==> config.mk <==
export PLATFORM = sky130hd
export DESIGN_NAME = instr_encoder_flat
export DESIGN_NICKNAME = d
export VERILOG_FILES = /design/src/rtl/instr_encoder_if.sv /design/src/rtl/instr_encoder.sv /design/src/flat_wrapper.sv
export SDC_FILE = /design/constraint.sdc
export NUM_CORES = 1
export LEC_CHECK = 0
export ABC_AREA = 1
export CAP_MARGIN = 20
export CORE_ASPECT_RATIO = 0.7
export CORE_MARGIN = 1.5
export CORE_UTILIZATION = 37
export CTS_BUF_LIST = sky130_fd_sc_hd__clkbuf_16
export DETAILED_ROUTE_END_ITERATION = 16
export PLACE_DENSITY = 0.67
export SYNTH_ARGS = -nofsm -noshare
export SYNTH_HDL_FRONTEND = slang
export SYNTH_SLANG_ARGS = --single-unit
==> constraint.sdc <==
create_clock -name clk -period 4.9 [get_ports clk]
set_input_delay 0.735 -clock clk [delete_from_list [all_inputs] [get_ports clk]]
set_output_delay 0.735 -clock clk [all_outputs]
set_load 0.02 [all_outputs]
==> src/rtl/instr_encoder_if.sv <==
// Bundle-in / word-out stream plus reject reporting for the Frost32 instruction encoder.
// Both streams use valid/ready: a transfer happens on a rising edge where valid && ready;
// the source holds its payload stable while valid && !ready, and ready never depends on valid.
interface instr_encoder_if #(
  parameter int ADDR_WIDTH = 32
);
  logic                  in_valid;
  logic                  in_ready;
  logic [3:0]            in_group;
  logic [3:0]            in_ra;
  logic [3:0]            in_rb;
  logic [3:0]            in_rc;
  logic [3:0]            in_opcode;
  logic [15:0]           in_imm;
  logic                  out_valid;
  logic                  out_ready;
  logic [31:0]           out_instr;
  logic [ADDR_WIDTH-1:0] out_addr;
  logic                  err_pulse;
  logic [1:0]            err_code;
  logic [15:0]           err_count;

  modport master (
    output in_valid, in_group, in_ra, in_rb, in_rc, in_opcode, in_imm, out_ready,
    input  in_ready, out_valid, out_instr, out_addr, err_pulse, err_code, err_count
  );

  modport slave (
    input  in_valid, in_group, in_ra, in_rb, in_rc, in_opcode, in_imm, out_ready,
    output in_ready, out_valid, out_instr, out_addr, err_pulse, err_code, err_count
  );
endinterface

==> src/rtl/instr_encoder.sv <==
// Packs decoded instruction bundles into Frost32 words, rejects illegal encodings and
// streams accepted words with sequential byte addresses through a 2-entry FIFO.
module instr_encoder #(
  parameter int ADDR_WIDTH = 32,
  parameter int BASE_ADDR  = 0
) (
  input  logic            clk,
  input  logic            rst,
  input  logic            clear,
  instr_encoder_if.slave  bus
);
  localparam logic [ADDR_WIDTH-1:0] BASE = ADDR_WIDTH'(BASE_ADDR);
  localparam logic [ADDR_WIDTH-1:0] STEP = ADDR_WIDTH'(4);

  logic [31:0]           instr_mem [2];
  logic [ADDR_WIDTH-1:0] addr_mem  [2];
  logic                  wr_ptr;
  logic                  rd_ptr;
  logic [1:0]            count;
  logic [ADDR_WIDTH-1:0] next_addr;

  logic [31:0] enc_word;
  logic [1:0]  rej_code;
  logic        rejected;
  logic        fire;
  logic        push;
  logic        pop;

  logic        err_pulse_q;
  logic [1:0]  err_code_q;
  logic [15:0] err_count_q;

  always_comb begin
    enc_word = {bus.in_group, bus.in_ra, bus.in_rb, bus.in_rc, 12'h000, bus.in_opcode};
    rej_code = 2'd0;
    case (bus.in_group)
      4'd1, 4'd2: enc_word = {bus.in_group, bus.in_ra, bus.in_rb, bus.in_opcode, bus.in_imm};
      4'd5: enc_word = {bus.in_group, bus.in_ra, bus.in_rb, bus.in_rc,
                        (bus.in_opcode >= 4'd8) ? bus.in_imm[11:0] : 12'h000, bus.in_opcode};
      default: ;
    endcase
    // simm12 must sign-extend back to in_imm: bits 15..11 all equal.
    if (bus.in_group >= 4'd7)
      rej_code = 2'd1;
    else if ((((bus.in_group == 4'd2) || (bus.in_group == 4'd3) || (bus.in_group == 4'd4))
              && (bus.in_opcode >= 4'd10))
             || ((bus.in_group == 4'd6) && (bus.in_opcode >= 4'd7)))
      rej_code = 2'd2;
    else if ((bus.in_group == 4'd5) && (bus.in_opcode >= 4'd8)
             && !((bus.in_imm[15:11] == 5'h00) || (bus.in_imm[15:11] == 5'h1F)))
      rej_code = 2'd3;
  end

  assign rejected     = (rej_code != 2'd0);
  assign bus.in_ready = (count != 2'd2) && !clear;
  assign fire         = bus.in_valid && bus.in_ready;
  assign push         = fire && !rejected;
  assign pop          = (count != 2'd0) && bus.out_ready;

  always_ff @(posedge clk or posedge rst) begin
    if (rst) begin
      count     <= 2'd0;
      wr_ptr    <= 1'b0;
      rd_ptr    <= 1'b0;
      next_addr <= BASE;
    end else if (clear) begin
      count     <= 2'd0;
      wr_ptr    <= 1'b0;
      rd_ptr    <= 1'b0;
      next_addr <= BASE;
    end else begin
      if (push) begin
        wr_ptr    <= ~wr_ptr;
        next_addr <= next_addr + STEP;
      end
      if (pop) rd_ptr <= ~rd_ptr;
      count <= count + {1'b0, push} - {1'b0, pop};
    end
  end

  // Storage needs no reset: the outputs are gated to zero whenever count is zero.
  always_ff @(posedge clk) begin
    if (push) begin
      instr_mem[wr_ptr] <= enc_word;
      addr_mem[wr_ptr]  <= next_addr;
    end
  end

  always_ff @(posedge clk or posedge rst) begin
    if (rst) begin
      err_pulse_q <= 1'b0;
      err_code_q  <= 2'd0;
      err_count_q <= 16'h0000;
    end else begin
      err_pulse_q <= fire && rejected;
      if (fire && rejected) begin
        err_code_q <= rej_code;
        if (err_count_q != 16'hFFFF) err_count_q <= err_count_q + 16'h0001;
      end
    end
  end

  assign bus.out_valid = (count != 2'd0);
  assign bus.out_instr = bus.out_valid ? instr_mem[rd_ptr] : 32'h0000_0000;
  assign bus.out_addr  = bus.out_valid ? addr_mem[rd_ptr] : '0;
  assign bus.err_pulse = err_pulse_q;
  assign bus.err_code  = err_code_q;
  assign bus.err_count = err_count_q;
endmodule

==> src/flat_wrapper.sv <==
// flat-port wrapper written by rule: the top's interface ports become plain ports
module instr_encoder_flat 
#(
  parameter int ADDR_WIDTH = 32,
  parameter int BASE_ADDR  = 0
)
  (clk, rst, clear, bus_in_valid, bus_in_group, bus_in_ra, bus_in_rb, bus_in_rc, bus_in_opcode, bus_in_imm, bus_out_ready, bus_in_ready, bus_out_valid, bus_out_instr, bus_out_addr, bus_err_pulse, bus_err_code, bus_err_count);
  instr_encoder_if #(.ADDR_WIDTH(ADDR_WIDTH)) bus_i ();
  input  logic clk;
  input  logic rst;
  input  logic clear;
  input wire logic [$bits(bus_i.in_valid)-1:0] bus_in_valid;
  input wire logic [$bits(bus_i.in_group)-1:0] bus_in_group;
  input wire logic [$bits(bus_i.in_ra)-1:0] bus_in_ra;
  input wire logic [$bits(bus_i.in_rb)-1:0] bus_in_rb;
  input wire logic [$bits(bus_i.in_rc)-1:0] bus_in_rc;
  input wire logic [$bits(bus_i.in_opcode)-1:0] bus_in_opcode;
  input wire logic [$bits(bus_i.in_imm)-1:0] bus_in_imm;
  input wire logic [$bits(bus_i.out_ready)-1:0] bus_out_ready;
  output wire logic [$bits(bus_i.in_ready)-1:0] bus_in_ready;
  output wire logic [$bits(bus_i.out_valid)-1:0] bus_out_valid;
  output wire logic [$bits(bus_i.out_instr)-1:0] bus_out_instr;
  output wire logic [$bits(bus_i.out_addr)-1:0] bus_out_addr;
  output wire logic [$bits(bus_i.err_pulse)-1:0] bus_err_pulse;
  output wire logic [$bits(bus_i.err_code)-1:0] bus_err_code;
  output wire logic [$bits(bus_i.err_count)-1:0] bus_err_count;
  assign bus_i.in_valid = bus_in_valid;
  assign bus_i.in_group = bus_in_group;
  assign bus_i.in_ra = bus_in_ra;
  assign bus_i.in_rb = bus_in_rb;
  assign bus_i.in_rc = bus_in_rc;
  assign bus_i.in_opcode = bus_in_opcode;
  assign bus_i.in_imm = bus_in_imm;
  assign bus_i.out_ready = bus_out_ready;
  assign bus_in_ready = bus_i.in_ready;
  assign bus_out_valid = bus_i.out_valid;
  assign bus_out_instr = bus_i.out_instr;
  assign bus_out_addr = bus_i.out_addr;
  assign bus_err_pulse = bus_i.err_pulse;
  assign bus_err_code = bus_i.err_code;
  assign bus_err_count = bus_i.err_count;
  instr_encoder #(.ADDR_WIDTH(ADDR_WIDTH), .BASE_ADDR(BASE_ADDR)) u_core (.clk(clk), .rst(rst), .clear(clear), .bus(bus_i));
endmodule
* Word-level counts from Yosys, hierarchy flattened *
Memories as Yosys holds them, arrays and structs flattened.
Cells that the tools add are included.

storage, ports and cells
  register bits = 55
  bits in writable memories = 128
  logic and storage cells = 67
  memories kept = 2

operators by class
  add/sub/neg operators = 4
  magnitude comparators = 4
  equality and inequality tests = 9
  muxes and demuxes = 16
  bitwise operators = 2
  reductions and logical operators = 23

memory list
  name              words  bits a word  read ports  clocked after Yosys merged registers in  write ports  line                 text
  u_core.addr_mem   2      32           1           0                                        1            instr_encoder.sv:16  logic [ADDR_WIDTH-1:0] addr_mem [2];
  u_core.instr_mem  2      32           1           0                                        1            instr_encoder.sv:15  logic [31:0] instr_mem [2];

operators with widths
  kind                                                                count
  2-to-1 mux 32 bit                                                   4
  case mux 20 bit (2 select lines)                                    1
  adder 32 x 3 -> 32 bit (second input constant)                      1
  adder 16 x 1 -> 16 bit (second input constant)                      1
  != test 16 bit (second input constant)                              1
  equality test 4 x 3 -> 1 bit (second input constant)                3
  2-to-1 mux 12 bit                                                   1
  logical AND 1 bit                                                   9
  equality test 4 x 2 -> 1 bit (second input constant)                2
  greater-or-equal comparator 4 x 3 -> 1 bit (second input constant)  2
  greater-or-equal comparator 4 bit (second input constant)           2
  2-to-1 mux 2 bit                                                    4
  nonzero test 2 bit                                                  4
  2-to-1 mux 1 bit                                                    6
  equality test 5 bit (second input constant)                         1
  logical NOT 5 bit                                                   1
  equality test 4 x 1 -> 1 bit (second input constant)                1
  logical OR 1 bit                                                    4
  logical NOT 1 bit                                                   3
  adder 2 x 1 -> 2 bit                                                1
  != test 2 bit (second input constant)                               1
  NOT 1 bit                                                           2
  AND reduction 2 bit                                                 1
  OR reduction 2 bit                                                  1
  subtractor 2 x 1 -> 2 bit                                           1

* Logic depth before layout (Yosys ltp) *
  depth in word-level cells = 13
  gate-level depth with buffers = 12
  depth with buffers taken out = 12

* Worst setup path before layout *
OpenSTA, ideal clock, no wires.

  kind = input -> register
  start point = input clear
  end point = memory u_core.addr_mem[0][10], enable pin
  arrival time = 4165 ps
  data required time = 4418 ps
  slack = 253 ps
  cell stages on the path = 6
  buffers on the path = 1
  cell sequence = a21oi_2 -> nand2_1 -> nor2_2 -> nand3_4 -> buf_4 -> nor2_1

between the ends
  longest elaborated chain between the ends = 6

ends and longest elaborated chain
  element                                 line                 text
  start, declared                         flat_wrapper.sv:11   input logic clear;
  logical NOT 1 bit                       instr_encoder.sv:55  assign bus.in_ready = (count != 2'd2) && !clear;
  logical AND 1 bit                       instr_encoder.sv:55
  logical AND 1 bit                       instr_encoder.sv:56  assign fire = bus.in_valid && bus.in_ready;
  logical AND 1 bit                       instr_encoder.sv:57  assign push = fire && !rejected;
  2-to-1 mux 1 bit                        instr_encoder.sv:83  if (push) begin
  2-to-1 mux 1 bit (not written as such)  instr_encoder.sv:85  addr_mem[wr_ptr] <= next_addr;
  end, declared                           instr_encoder.sv:16

Every way passes these cells.

* Final worst setup path *
  start point = register u_core.rd_ptr
  end point = output bus_out_instr[3]

between the ends
  longest elaborated chain between the ends = 2

ends and longest elaborated chain
  element                   line                  text
  start, declared           instr_encoder.sv:18   logic rd_ptr;
  start signal, assigned    instr_encoder.sv:76   if (pop) rd_ptr <= ~rd_ptr;
  memory read (2 x 32 bit)  n/a
  2-to-1 mux 32 bit         instr_encoder.sv:104  assign bus.out_instr = bus.out_valid ? instr_mem[rd_ptr] : 32'h0000_0000;
  end, declared             flat_wrapper.sv:22    output wire logic [$bits(bus_i.out_instr)-1:0] bus_out_instr;

Every way passes these cells.

==> summary.md <==
| Metric | Value |
|---|---|
| Clock network fraction of design power | `31.4%` |
| H-Tree Depth | `4` |
| Vertical die dimension | `131 microns` |
| Cell family with most CP delay | `buffers and inverters` |
| Final antenna diode count | `0` |
| Count of port buffers added during placement | `123` |
| Synthesized cell area | `0.00861 sq mm` |
| Post-detailed-route DRC marker count | `0` |
| Total internal power | `0.00282 W` |
| Remaining global-route overflow | `0` |
| CTS-repair resized insts | `0` |
| Placed wire-length estimate after detailed placement | `14,200 microns` |
| Number of hold-slack violations in the final timing report | `0` |
| Cell-by-cell trace of the critical path | `buf_4, nand2_1, a21oi_1, clkdlybuf4s50_1` |
| Status | `complete, no violations` |
| Ratio of total power to cell area | `396 mW/mm^2` |
| Yosys cell types | `33` |
| Critical path startpoint category | `register` |
| Number of warnings reported in the yosys synthesis log | `0` |
| Critical path buffers and inverters | `2` |
| Number of vias per cell after detailed routing | `4.84` |
| Final RePlAce weighted congestion | `0.874` |
| Total track usage | `18.2%` |
| Number of cells produced by synthesis | `970` |
| Via count | `6,824` |
| Logic gate share of total power | `28.4%` |
| Unrepaired setup endpoints after global routing | `false` |
| Row count | `46` |
| Post-synthesis to final-layout area growth | `25.1%` |
| Worst stage delay on the critical path | `0.67 ns` |
| Setup TNS Final | `0 ns` |
| Initial standard-cell utilization of the core | `37.9%` |
| First-pass GRT wire length | `33,900 microns` |
| CTS tree | `done` |
| Number of max-slew violations in the final report | `0` |
| Tcrit/Tclk final | `65.2%` |
| Post-route antenna net violation count | `0` |
| Final routed wirelength across all metal layers | `21,000 microns` |
| Post-route minimum period | `3.20 ns` |
| Part of the Yosys area used for sequential elements | `58.6%` |
| Clock edge transition at the registers on the reported setup and hold paths | `0.07 ns` |
| Worst slew margin relative to its limit | `51.8%` |
| Number of enable flip-flop cells after synthesis | `124` |
| Average size of a mapped cell | `8.88 sq um` |
| Prevailing post-synth register cell | `edfxtp_1` |
| Critical path peak fanout | `64` |
| Switching pwr | `0.00145 W` |
| Number of post-CTS setup repair buffers | `0` |
| Detailed router's first-iteration violation count | `467` |
| Fraction of final layout cells with drive strength greater than 1 | `6.47%` |
| Total die area | `0.0242 sq mm` |
| Number of buffers added by the clock tree synthesis step | `17` |
| Number of sinks on the clock net | `177` |
| Final setup violation count | `0` |
| Type of the most critical hold path | `reg2reg` |
| Switch share | `34.0%` |
| Pin count of the biggest net entering global routing | `65` |
| Final core utilization | `47.4%` |
| Data arrival time at the worst-slack endpoint | `2.46 ns` |
| Cell leakage power | `4.21 nW` |
| Number of detailed-routing iterations run before antenna repair | `5` |
| Hold-fix buffers at CTS | `0` |
| Slowest-stage cell, CP | `clkdlybuf4s50_1` |
| Peak clock frequency supported by timing | `313 MHz` |
| Clock tree skew after final layout | `0.0106 ns` |
| Die extent in x | `185 microns` |
| Fraction of registers with async set/reset | `29.9%` |
| Critical Path End Type | `output pin` |
| Critical path start-end classification | `reg2out` |
| Slew at the pin closest to its max-slew limit | `0.723 ns` |
| Core Region | `0.0227 sq mm` |
| Root Driver | `clkbuf_16` |
| Number of global-route vias before repair | `6,411` |
| Clock latency at the later pin of the worst-skew pair | `0.44 ns` |
| Count of state elements after synthesis | `177` |
| Routed wire length per instance | `14.9 microns` |
| # nets final | `1,130` |
| Buffer depth of the longest clock path | `2` |
| Max capacitance violation total | `0` |
| Proportion of power drawn by flip-flops and latches | `40.2%` |
| Peak supply drop | `0.000248 V` |
| Initial antenna violation count | `1` |
| Number of placed I/O pins | `126` |
| Critical path data required time | `4.16 ns` |
| Layout filler cell count | `2,087` |
logic make-up after synthesis:
group | count (synthesis) | synth area share [%]
AND/OR/NAND/NOR | 577 | 28.4
XOR/XNOR | 20 | 2.03
buffers and inverters | 103 | 5.04
flip-flops | 177 | 58.6
other | 1 | 0.0435
AO/OA/AOI/OAI | 88 | 5.23
adder cells (fa/ha/maj) | 4 | 0.581
layer usage:
layer | GRT usage, % | vias to the layer above | part of all wire (%)
met2 | 27.7 | 205 | 44
met5 | 0 | - | 0.081
met4 | 5.16 | 2 | 0.92
met1 | 26.2 | 3191 | 49
li1 | - | 3411 | -
met3 | 3.94 | 15 | 6.3
final cells by class:
type	count	area [sq um]	share of cell area, %
sequential	177	5050	46.9
clock inverter	15	164	1.52
timing repair buffer	133	1340	12.5
inverter	65	244	2.26
clock buffer	17	425	3.95
tap	312	390	3.62
multi-input combinational	691	3160	29.3
worst paths after layout:
| check | from | depth (start not counted) | slack (ns) | to |
|---|---|---|---|---|
| min in group asynchronous | rst | 2 | 0.63 | u_core.bus.err_count[6] |
| setup / recovery | u_core.rd_ptr | 4 | 1.70 | bus_out_instr[3] |
| hold / removal | u_core.bus.err_code[0] | 2 | 0.48 | u_core.bus.err_code[0] |
| hold reg to reg | u_core.bus.err_code[0] | 2 | 0.48 | u_core.bus.err_code[0] |
| max in group asynchronous | rst | 3 | 3.46 | u_core.next_addr[26] |
| setup reg to reg | u_core.count[1] | 6 | 2.30 | u_core.instr_mem[1][26] |
through the flow:
stage	cells	hold WS (ns)	worst slack [ns]	cell area, sq um	power (W)
after floorplan	971	0.482	0.253	8620	0.00238
after global placement	1377	0.467	1.51	10200	0.00296
after detailed placement	1378	0.468	1.45	10200	0.00297
after CTS	1410	0.482	1.66	10800	0.00431
after global routing	1410	0.491	1.58	10800	0.00446
final	1410	0.476	1.70	10800	0.00427
power groups by stage:
stage,sequential [W],combinational [W],clock [W]
after floorplan,0.00176,0.000628,0
after detailed placement,0.00175,0.00122,0
final,0.00172,0.00121,0.00134
after global routing,0.00172,0.00131,0.00143
after global placement,0.00175,0.00121,0
after CTS,0.00172,0.00123,0.00136
cells in the mapped netlist (10+ instances only):
| cell type | n | area share [%] |
|---|---|---|
| nand3_1 | 54 | 3.1 |
| xnor2_1 | 10 | 1.0 |
| dfrtp_1 | 53 | 15 |
| clkbuf_1 | 22 | 0.96 |
| nor2_1 | 97 | 4.2 |
| edfxtp_1 | 124 | 43 |
| a21oi_1 | 64 | 3.7 |
| xor2_1 | 10 | 1.0 |
| inv_1 | 58 | 2.5 |
| nand4_1 | 21 | 1.5 |
| o21ai_0 | 14 | 0.81 |
| nand2_1 | 381 | 17 |
state kept, by name, summed over array words and instances (netlist names):
signal                cells
u_core.instr_mem         64
u_core.addr_mem          60
u_core.next_addr         30
u_core.bus.err_count     16
u_core.bus.err_code       2
u_core.count              2
u_core.bus.err_pulse      1
u_core.rd_ptr             1
u_core.wr_ptr             1
worst register-to-register path, delay by kind of cell, from the launching register on:
kind,cells,cell delay [ns]
buffers and inverters,1,0.34
AND/OR/NAND/NOR,4,1.22
AO/OA/AOI/OAI,1,0.20
flip-flops,1,0.45
placed cells by master (no fill, tap or decap), types with 3 or more instances in the layout:
master,n
clkdlybuf4s50_1,123
edfxtp_1,124
dfrtp_1,52
inv_6,5
buf_4,7
a21oi_1,64
nand3_1,54
inv_2,6
xnor2_1,10
nand4_1,21
o21ai_0,14
xor2_1,10
nor3b_1,4
o22ai_1,5
clkbuf_16,17
inv_1,57
ha_1,4
nor2_2,5
nand2_1,381
clkinv_1,3
buf_12,3
inv_8,3
clkinv_8,4
o21ai_1,4
nor2_4,7
nor2_1,94
nand3_4,3
Power figures use the tool's default switching activity.
